<file path="config.mk">
export PLATFORM = sky130hd
export DESIGN_NAME = hack_alu_ctrl
export DESIGN_NICKNAME = d
export VERILOG_FILES = /design/src/rtl/hack_alu_ctrl.sv
export SDC_FILE = /design/constraint.sdc
export NUM_CORES = 1
export LEC_CHECK = 0
export ABC_AREA = 1
export BUFFER_PORTS_ARGS = -buffer_cell sky130_fd_sc_hd__buf_2
export CELL_PAD_IN_SITES_DETAIL_PLACEMENT = 1
export CELL_PAD_IN_SITES_GLOBAL_PLACEMENT = 2
export CORE_ASPECT_RATIO = 0.7
export CORE_MARGIN = 2
export CORE_UTILIZATION = 28
export CTS_CLUSTER_DIAMETER = 50
export CTS_CLUSTER_SIZE = 10
export DETAILED_ROUTE_END_ITERATION = 7
export PLACE_DENSITY_LB_ADDON = 0.1
export SYNTH_ARGS = -nofsm -noshare
export SYNTH_HDL_FRONTEND = slang
export SYNTH_SLANG_ARGS = --single-unit
</file>
<file path="constraint.sdc">
create_clock -name clk -period 1.96 [get_ports clk]
set_input_delay 0.294 -clock clk [delete_from_list [all_inputs] [get_ports clk]]
set_output_delay 0.294 -clock clk [all_outputs]
set_load 0.03 [all_outputs]
</file>
<file path="src/rtl/hack_alu_ctrl.sv">
// Multi-cycle sequencer for the 16-bit Hack ALU.
// Holds the A, D and M registers, the instruction register and the PC.
// It fetches one instruction at a time, fetches the M operand through a
// read handshake when the instruction needs it, and then executes it in a
// single cycle against the external combinational ALU.
//
// state    | meaning
// ---------+--------------------------------------------------------------
// FETCH    | instr_ready high; A-instructions complete here in one cycle
// WAIT_M   | read_m high at address A until in_m_valid latches M
// EXEC     | ALU driven from IR; dest/write/jump applied at the clock edge
module hack_alu_ctrl #(
    parameter int              PC_W     = 15,
    parameter logic [PC_W-1:0] RESET_PC = '0
) (
    input  logic            clk,
    input  logic            rst_n,
    input  logic            instr_valid,
    input  logic [15:0]     instr,
    output logic            instr_ready,
    output logic            read_m,
    input  logic [15:0]     in_m,
    input  logic            in_m_valid,
    output logic            alu_zx,
    output logic            alu_nx,
    output logic            alu_zy,
    output logic            alu_ny,
    output logic            alu_f,
    output logic            alu_no,
    output logic [15:0]     alu_x,
    output logic [15:0]     alu_y,
    input  logic [15:0]     alu_out,
    output logic [15:0]     out_m,
    output logic            write_m,
    output logic [PC_W-1:0] address_m,
    output logic [PC_W-1:0] pc
);

    typedef enum logic [1:0] {
        ST_FETCH  = 2'd0,
        ST_WAIT_M = 2'd1,
        ST_EXEC   = 2'd2
    } state_t;

    state_t          state_q, state_d;
    logic [15:0]     a_q, a_d;
    logic [15:0]     d_q, d_d;
    logic [15:0]     m_q, m_d;
    logic [15:0]     ir_q, ir_d;
    logic [PC_W-1:0] pc_q, pc_d;

    logic [5:0]      ctrl;
    logic            ready_raw;
    logic            zr;
    logic            ng;
    logic            jump;
    logic [PC_W-1:0] pc_inc;

    // Opcode prefix bits of IR carry no information once the state is known.
    logic            ir_unused;
    assign ir_unused = &{1'b0, ir_q[15:13]};

    assign zr     = (alu_out == 16'h0000);
    assign ng     = alu_out[15];
    assign jump   = (ir_q[2] & ng) | (ir_q[1] & zr) | (ir_q[0] & ~ng & ~zr);
    assign pc_inc = pc_q + PC_W'(1);

    // Register file: everything returns to its reset value at once on rst_n low.
    always_ff @(posedge clk or negedge rst_n) begin
        if (!rst_n) begin
            state_q <= ST_FETCH;
            a_q     <= 16'h0000;
            d_q     <= 16'h0000;
            m_q     <= 16'h0000;
            ir_q    <= 16'h0000;
            pc_q    <= RESET_PC;
        end else begin
            state_q <= state_d;
            a_q     <= a_d;
            d_q     <= d_d;
            m_q     <= m_d;
            ir_q    <= ir_d;
            pc_q    <= pc_d;
        end
    end

    // Next-state and output decode for the fetch / M-read / execute sequence.
    always_comb begin
        state_d   = state_q;
        a_d       = a_q;
        d_d       = d_q;
        m_d       = m_q;
        ir_d      = ir_q;
        pc_d      = pc_q;
        ready_raw = 1'b0;
        read_m    = 1'b0;
        write_m   = 1'b0;
        out_m     = 16'h0000;
        ctrl      = 6'b000000;

        case (state_q)
            ST_FETCH: begin
                ready_raw = 1'b1;
                if (instr_valid) begin
                    ir_d = instr;
                    if (!instr[15]) begin
                        a_d  = instr;
                        pc_d = pc_inc;
                    end else if (instr[12]) begin
                        state_d = ST_WAIT_M;
                    end else begin
                        state_d = ST_EXEC;
                    end
                end
            end

            ST_WAIT_M: begin
                read_m = 1'b1;
                if (in_m_valid) begin
                    m_d     = in_m;
                    state_d = ST_EXEC;
                end
            end

            ST_EXEC: begin
                ctrl = ir_q[11:6];
                if (ir_q[4]) begin
                    d_d = alu_out;
                end
                if (ir_q[5]) begin
                    a_d = alu_out;
                end
                if (ir_q[3]) begin
                    write_m = 1'b1;
                    out_m   = alu_out;
                end
                // Jump target is the A value held before this instruction.
                pc_d    = jump ? a_q[PC_W-1:0] : pc_inc;
                state_d = ST_FETCH;
            end

            default: begin
                state_d = ST_FETCH;
            end
        endcase
    end

    // Keep instr_ready low while reset is held so no word is taken during reset.
    assign instr_ready = ready_raw & rst_n;

    assign {alu_zx, alu_nx, alu_zy, alu_ny, alu_f, alu_no} = ctrl;

    assign alu_x     = d_q;
    assign alu_y     = ir_q[12] ? m_q : a_q;
    assign address_m = a_q[PC_W-1:0];
    assign pc        = pc_q;

endmodule
</file>
# --- Yosys cells after proc, flatten, opt, wreduce, memory -nomap -nowiden ---
# Cells that the tools add are included.
classes:
  n_bitwise: 9
  n_mul: 0
  n_addsub: 1
  n_reduce_logical: 9
  div: 0
  order_cmp: 0
  mux: 21
  shift: 0
  eq_ne: 7
ops:
  columns: ["operator", "n"]
  rows:
  - ["$mux 16", 6]
  - ["$mux 15", 3]
  - ["$pmux 16 s2", 1]
  - ["$pmux 15 s2", 1]
  - ["$logic_not 16->1", 1]
  - ["$add 15x1->15 const B", 1]
  - ["$ne 2x2->1 const B", 5]
  - ["$mux 2", 4]
  - ["$mux 6", 1]
  - ["$reduce_and 2->1", 3]
  - ["$reduce_and 3->1", 2]
  - ["$and 1x1->1", 5]
  - ["$mux 1", 4]
  - ["$pmux 2 s2", 1]
  - ["$reduce_and 4->1", 1]
  - ["$eq 2x1->1 const B", 1]
  - ["$eq 2x2->1 const B", 1]
  - ["$logic_not 2->1", 1]
  - ["$not 1->1", 2]
  - ["$or 1x1->1", 2]
  - ["$reduce_bool 2->1", 1]
word_totals:
  reg_bits: 78
  romBits: 0
  ramBits: 0
  mem_count: 0
  out_inout_bits: 87
  latch_bits: 0
  wordCells: 53
  in_bits: 52

# --- Longest topological paths before layout ---
# Gate-level depths: netlist of the first run.
depth:
  ltp_word: 6
  ltp_mapped: 11
  mapped_depth_nobuf: 11

# --- Worst setup path before layout of the first run ---
# Ideal clock, no wire load.
synth_path:
  path_kind: "register to register"
  from: "register state_q[0]"
  to: "register m_q[0]"
  setup_ns: 0.125
  synth_period_minus_slack_ns: 1.921
  path_stages_with_launch: 6
  path_slack_ns: 0.039
  t_arrival_ns: 1.796
  path_buffers: 1
  required_time_ns: 1.835
  path_cell_list: "dfrtp_1 > inv_1 > nor2_1 > nand2_1 > buf_2 > mux2_2"
synth_via:
  elab_chain_len: 2
synth_rtl:
  columns: ["item", "line_no", "rtl"]
  rows:
  - ["from (decl)", "45", "state_t state_q, state_d;"]
  - ["from (signal assigned)", "78", "state_q <= state_d;"]
  - ["$eq 2x1->1", "101", "case (state_q)"]
  - ["$reduce_and 2->1 (no source line)", null, null]
  - ["to (signal assigned)", "81", "m_q <= m_d;"]
  - ["to (decl)", "48", "logic [15:0] m_q, m_d;"]
# Every way passes these cells.
# A chain may end at the register's enable or synchronous reset.

# --- Final worst setup path of the first run ---
layout_path:
  from: "register ir_q[12]"
  to: "output port alu_y[3]"
layout_via:
  elab_chain_len: 1
layout_rtl:
  columns: ["item", "line_no", "rtl"]
  rows:
  - ["from (decl)", "49", "logic [15:0] ir_q, ir_d;"]
  - ["from (signal assigned)", "82", "ir_q <= ir_d;"]
  - ["$mux 16", "154", "assign alu_y = ir_q[12] ? m_q : a_q;"]
  - ["to (decl)", "31", "output logic [15:0] alu_y,"]
# Every way passes these cells.

==> results of run 1 <==
-- flip-flops by register name (all words and copies together) (netlist names) --
signal,cells
a_q,16
alu_x,16
m_q,16
pc,15
ir_q,13
state_q,2
-- worst paths after layout --
check | startpoint | endpoint | slack (ns) | cells after the start
worst max-delay path | ir_q[12]$_DFFE_PN0P_ | alu_y[3] | 0.12 | 3
max in group asynchronous | rst_n | pc[4]$_DFFE_PN0P_ | 0.93 | 3
worst min-delay path | in_m[2] | m_q[2]$_DFFE_PN0P_ | 0.19 | 2
worst max register to register | state_q[0]$_DFFE_PN0P_ | a_q[12]$_DFFE_PN0P_ | 0.26 | 11
min in group asynchronous | rst_n | ir_q[11]$_DFFE_PN0P_ | 0.39 | 2
worst min register to register | alu_x[11]$_DFFE_PN0P_ | alu_x[11]$_DFFE_PN0P_ | 0.48 | 2
-- per-layer routing --
metal	wire length, µm	global-route usage [%]	up-vias
li1	-	-	1907
met1	6880	27.2	1867
met2	6310	28.4	93
met3	782	4.11	4
met4	53	3.47	0
met5	0	0	-
-- repair_timing --
item / CTS / global route
hold endpoints to repair: 18 / 0
buffers inserted: 0 / 1
endpoints found under the setup margin: 17 / 26
hold buffers: 1 / 0
gates resized for setup: 1 / 3
-- critical path, cell delays in order, from the launching register on --
cell and delay (ns):
dfrtp_1 0.47, buf_6 0.21, o21ai_0 0.27, buf_2 0.25
-- placed cells by master (no fill, tap or decap), drive strengths merged, types with 5 or more instances in the layout --
master,instances
mux2,16
clkbuf,10
nor2,47
nand3,39
buf,152
dfrtp,78
nand2,162
xor2,5
inv,63
o21ai,68
-- power breakdown --
part / total, W / internal (W) / leakage [nW] / switching, W
Combinational: 0.00428 / 0.00125 / 1.77 / 0.00303
Clock: 0.00209 / 0.00141 / 0.179 / 0.000681
Sequential: 0.00287 / 0.00232 / 0.963 / 0.000550
-- cell type report --
cell class / instances / area [µm²]
Clock buffer: 10 / 239
Clock inverter: 6 / 133
Fill cell: 1755 / 8750
Inverter: 63 / 236
Multi-Input combinational cell: 354 / 1710
Sequential cell: 78 / 1950
Tap cell: 190 / 238
Timing Repair Buffer: 153 / 841
-- logic make-up (layout without fill, tap and decap cells) --
group                      Yosys count  count (layout)
AOI/OAI and AO/OA                   74              74
xor gates and xnor gates             9               9
adders and majority gates            1               1
buffers and inverters               99             232
DFF                                 78              78
muxes                               16              16
and+or+nand+nor                    254             254
-- through the flow --
step / cells / setup WS (ns) / utilization [%]
5_1_grt: 854 / 0.00321 / 37.9
6_report: 854 / 0.123 / 37.9
4_1_cts: 853 / 0.00371 / 37.8
3_5_place_dp: 836 / 0.166 / 35.1
2_1_floorplan: 531 / 0.0393 / -
3_3_place_gp: 836 / 0.247 / 35.1
==> impl_results.md, run 1 <==
- P_leak: 2.91 nW
- Hold_ws: 0.187 ns
- PortBufs: 138
- Asr flop ratio synth: 100%
- Post-synth top cells: nand2_1, dfrtp_1, inv_1
- Final Net Count: 712
- Top_reg_cell synth: dfrtp_1
- DP Area: 4950 µm²
- Final Hold Viols: 0
- Num Clock Sinks: 78
- CP Max Fanout: 23
- Overall power: 0.00924 W
- Peak supply drop: 0.789 mV
- Layout area overhead: 30.5%
- Largest net degree at the start of global routing: 61
- Root Driver: clkbuf_16
- Htree depth: 3
- Most area-hungry cell type in the Yosys netlist: dfrtp_1
- Top Ports: 139
- Global-route wire length before repair: 22400 µm
- Drt wl/cell: 16.4 µm
- Fmax: 544 MHz
- Final ANT Viol Nets: 0
- Worst-Skew Late Latency: 0.33 ns
- CTS tree: yes
- Worst Hold Class: in2reg
- CTS Buffer Depth: 2
- Share of cells above drive strength 1: 28.9%
- Fin Clk Skew: 0.00621 ns
- Rows: 36
- Worst slew margin: 73.6%
- Largest family of logic cells by synthesized area: simple AND/OR/NAND/NOR gates
- Req. time, crit path: 1.67 ns
- Cell area after synthesis: 4100 µm²
- Detailed Place HPWL: 10600 µm
- Setup violations, final: 0
- Post-Syn Nets: 584
- Final Cycle Share: 93.7%
- Via count: 3871
- Antenna violations before repair: 0
- Critical path type: reg2out
- RSZ-0062 raised after global routing: false
- Ranking of synthesized cells by area: dfrtp_1, nand2_1, o21ai_0
- Endpoint class of the critical path: output port
- Fin area: 5350 µm²
- Syn_area_per_cell: 7.72 µm²
- Chip Height: 105 µm
- CP Data Arrival Time: 1.54 ns
- Syn Inst Count: 531
- Initial Utilization: 29.1%
- Final WL: 14000 µm
- Total gr overflow: 0
- Most common cell in the netlist: nand2_1
- Simple-gate portion of the synthesized area: 25.2%
- #FFs+latches synth: 78
- Gpl congestion: 0.769
- Period minus WS final: 1.84 ns
- Diode count: 0
- Compound-Gate Fraction of Synth Area: 9.80%
- Synth warn: 0
- Setup Total Neg Slack: 0 ns
- Initial DRC Count: 142
- Seq/Total Area, Yosys: 47.6%
- Die W: 149 µm
- Via density: 4.53
- Die area: 15600 µm²
- Post-Synth Adder-Cell Area: 0.305%
- Status: completed
- Clock transition at path regs: 0.06 ns
- Pre-antenna DRT Iters: 5
- Tot GR Track Use: 18.6%
- Vias in the first global route: 4032
- Core area: 14100 µm²
- Yosys top cell area share: 47.6%
- Cts bufs inserted: 9
- # DRC: 0
- Slew @ Worst Pin: 0.393 ns
- Post-Synth XOR/XNOR Area: 1.92%
- CP Launch Type: flip-flop
- EDFF count, synth: 0
- Unique cell type count in the Yosys netlist: 23
- Post-synthesis mux area share: 4.40%
- PwrDens: 1730 nW/µm²
- Max-slew violation count: 0
- Maxcap violations: 0
Note: power is estimated with default switching activity, not from simulation.
==> run 2: changes to the inputs <==
--- a/config.mk
+++ b/config.mk
@@ -15,7 +15,7 @@
 export CTS_CLUSTER_DIAMETER = 50
 export CTS_CLUSTER_SIZE = 10
 export DETAILED_ROUTE_END_ITERATION = 7
-export PLACE_DENSITY_LB_ADDON = 0.1
+export PLACE_DENSITY = 0.84
 export SYNTH_ARGS = -nofsm -noshare
 export SYNTH_HDL_FRONTEND = slang
 export SYNTH_SLANG_ARGS = --single-unit
==> impl_results.md, run 2 (synthesis results as in run 1) <==
- Status: completed
- Final Cycle Share: 94.1% (+0.40 points)
- Num Clock Sinks: 78 (unchanged)
- Die W: 149 µm (unchanged)
- Core area: 14100 µm² (unchanged)
- Routed metal-1 wirelength: 6860 µm (-0.28%)
- Worst-Skew Late Latency: 0.34 ns (about the same)
- Total gr overflow: 0 (unchanged)
- WL met2: 6110 µm (-3.2%)
- Initial DRC Count: 172 (+21%)
- Diode count: 0 (unchanged)
- Cts hold-fix bufs: 0 (-1)
- Req. time, crit path: 1.67 ns (about the same)
- Crit-path max cell delay: 0.45 ns (-0.02 ns)
- Detailed Place HPWL: 10600 µm (-0.19%)
- CTS Buffer Depth: 2 (unchanged)
- Root Driver: clkbuf_16
- Maxcap violations: 0 (unchanged)
- Largest net degree at the start of global routing: 79 (+30%)
- CP max stage cell: dfrtp_1
- # DRC: 0 (unchanged)
- Clock transition at path regs: 0.06 ns (about the same)
- Chip Height: 105 µm (unchanged)
- Worst Hold Class: in2async
- Htree depth: 3 (unchanged)
- Hold_ws: 0.0125 ns (-0.174 ns)
- PwrDens: 1710 nW/µm² (-0.92%)
- Max-slew violation count: 0 (unchanged)
- Slew @ Worst Pin: 0.437 ns (+0.0435 ns)
- Comb power frac: 47.0% (+0.7 points)
- Commonest non-fill, non-tap cell in the layout: nand2_1
- Endpoint class of the critical path: output port
- Antenna violations before repair: 0 (unchanged)
- Global-route wire length before repair: 22100 µm (-1.2%)
- Post-route setup slack: 0.115 ns (-0.00786 ns)
- Final core occ: 37.8% (-0.18 points)
- Final WL: 13800 µm (-1.5%)
- Initial Utilization: 29.1% (unchanged)
- Clock power share: 21.6% (-1.0 points)
- Sw Share: 46.7% (+0.60 points)
- Layout area overhead: 29.9%
- Setup Total Neg Slack: 0 ns (unchanged)
- Largest delay share family, worst path: buffers and inverters
- Via density: 4.56 (+0.53%)
- Die area: 15600 µm² (unchanged)
- Pint: 0.00486 W (-2.5%)
- Area of the multi-input gates: 1710 µm² (-0.15%)
- Drt wl/cell: 16.2 µm (-1.6%)
- Pre-antenna DRT Iters: 4 (-1)
- CP Max Fanout: 36 (+57%)
- Top Metal Used: met4
- P_leak: 2.91 nW (about the same)
- Period minus WS final: 1.85 ns (+0.00786 ns)
- CP Launch Type: flip-flop
- Tot GR Track Use: 18.3% (-0.35 points)
- Fin Clk Skew: 0.00411 ns (-0.00210 ns)
- CTS tree: yes
- Rows: 36 (unchanged)
- Top Ports: 139 (unchanged)
- WP buf/inv: 3 (+1)
- Final Hold Viols: 0 (unchanged)
- Gpl congestion: 0.822 (+6.9%)
- Crit path from: state_q[0]$_DFFE_PN0P_
- Share of cells above drive strength 1: 29.0% (+0.11 points)
- Met3 wire length: 672 µm (-14%)
- R2r startpoint: state_q[0]$_DFFE_PN0P_
- Fillers: 1785 (+1.7%)
- Most frequent cells in the layout: nand2_1, buf_2, dfrtp_1
- Peak supply drop: 0.626 mV (-21%)
- PortBufs: 138 (unchanged)
- Worst slew margin: 70.9% (-2.7 points)
- Sequential share of power: 31.3% (+0.2 points)
- P_sw: 0.00425 W (about the same)
- Final Net Count: 713 (+0.14%)
- Fmax: 542 MHz (-0.43%)
- Register area: 1950 µm² (unchanged)
- Final ANT Viol Nets: 0 (unchanged)
- Vias in the first global route: 4129 (+2.4%)
- Via count: 3896 (+0.65%)
- CP Data Arrival Time: 1.55 ns (about the same)
- Critical path type: reg2out
- Setup violations, final: 0 (unchanged)
- Pre-CTS setup slack: 0.162 ns (-0.00387 ns)
- Worst path cell trace: nor2_8, inv_2, buf_6, nor2_1, buf_2
- RSZ-0062 raised after global routing: false
- Cts bufs inserted: 9 (unchanged)
-- run 2: what timing repair did --
action                     4_1_cts  5_1_grt
setup buffers                    0        2
resized for setup                1        1
pin swaps                        0        0
setup endpoints to repair        1        7
-- run 2: metal layers --
metal	GRT usage [%]	up-vias
li1	-	1909
met1	26.0	1884
met2	28.1	90
met3	4.11	13
met4	4.69	0
met5	0	-
-- run 2: power by group through the flow --
stage                     clock network, W  registers (W)  logic (W)
after floorplan                          0        0.00334    0.00250
after detailed placement                 0        0.00289    0.00430
after CTS                          0.00203        0.00287    0.00431
final                              0.00197        0.00286    0.00429
after global routing               0.00208        0.00296    0.00468
after global placement                   0        0.00287    0.00420
-- run 2: worst paths after layout --
check,to,slack [ns],depth (start not counted)
setup / recovery,alu_f,0.11,5
hold / removal,a_q[6]$_DFFE_PN0P_,0.01,2
setup reg to reg,a_q[2]$_DFFE_PN0P_,0.19,10
hold reg to reg,alu_x[0]$_DFFE_PN0P_,0.48,2
max in group asynchronous,state_q[1]$_DFFE_PN0P_,1.62,2
min in group clk,ir_q[8]$_DFFE_PN0P_,0.18,3
-- run 2: final cells by class --
cell class	instances	area share, %
Multi-Input combinational cell	354	32.0
Sequential cell	78	36.7
Tap cell	190	4.47
Timing Repair Buffer	154	15.8
Inverter	63	4.44
Clock buffer	10	4.49
Clock inverter	6	2.05
-- run 2: worst reg2reg max path, stage by stage, from the launching register on --
cell and delay [ns]:
dfrtp_1 0.45, nor2_1 0.12, inv_1 0.08, nor2_1 0.14, inv_1 0.11, a21oi_4 0.16
inv_2 0.07, a21oi_4 0.21, buf_4 0.23, nand2_1 0.07, o21ai_1 0.07
-- run 2: per-stage QoR --
step	total power, W	std cells	area (µm²)
after floorplan	0.00585	531	4100
after global placement	0.00706	837	4950
after detailed placement	0.00719	837	4950
after CTS	0.00921	853	5300
after global routing	0.00972	855	5320
final	0.00911	855	5320
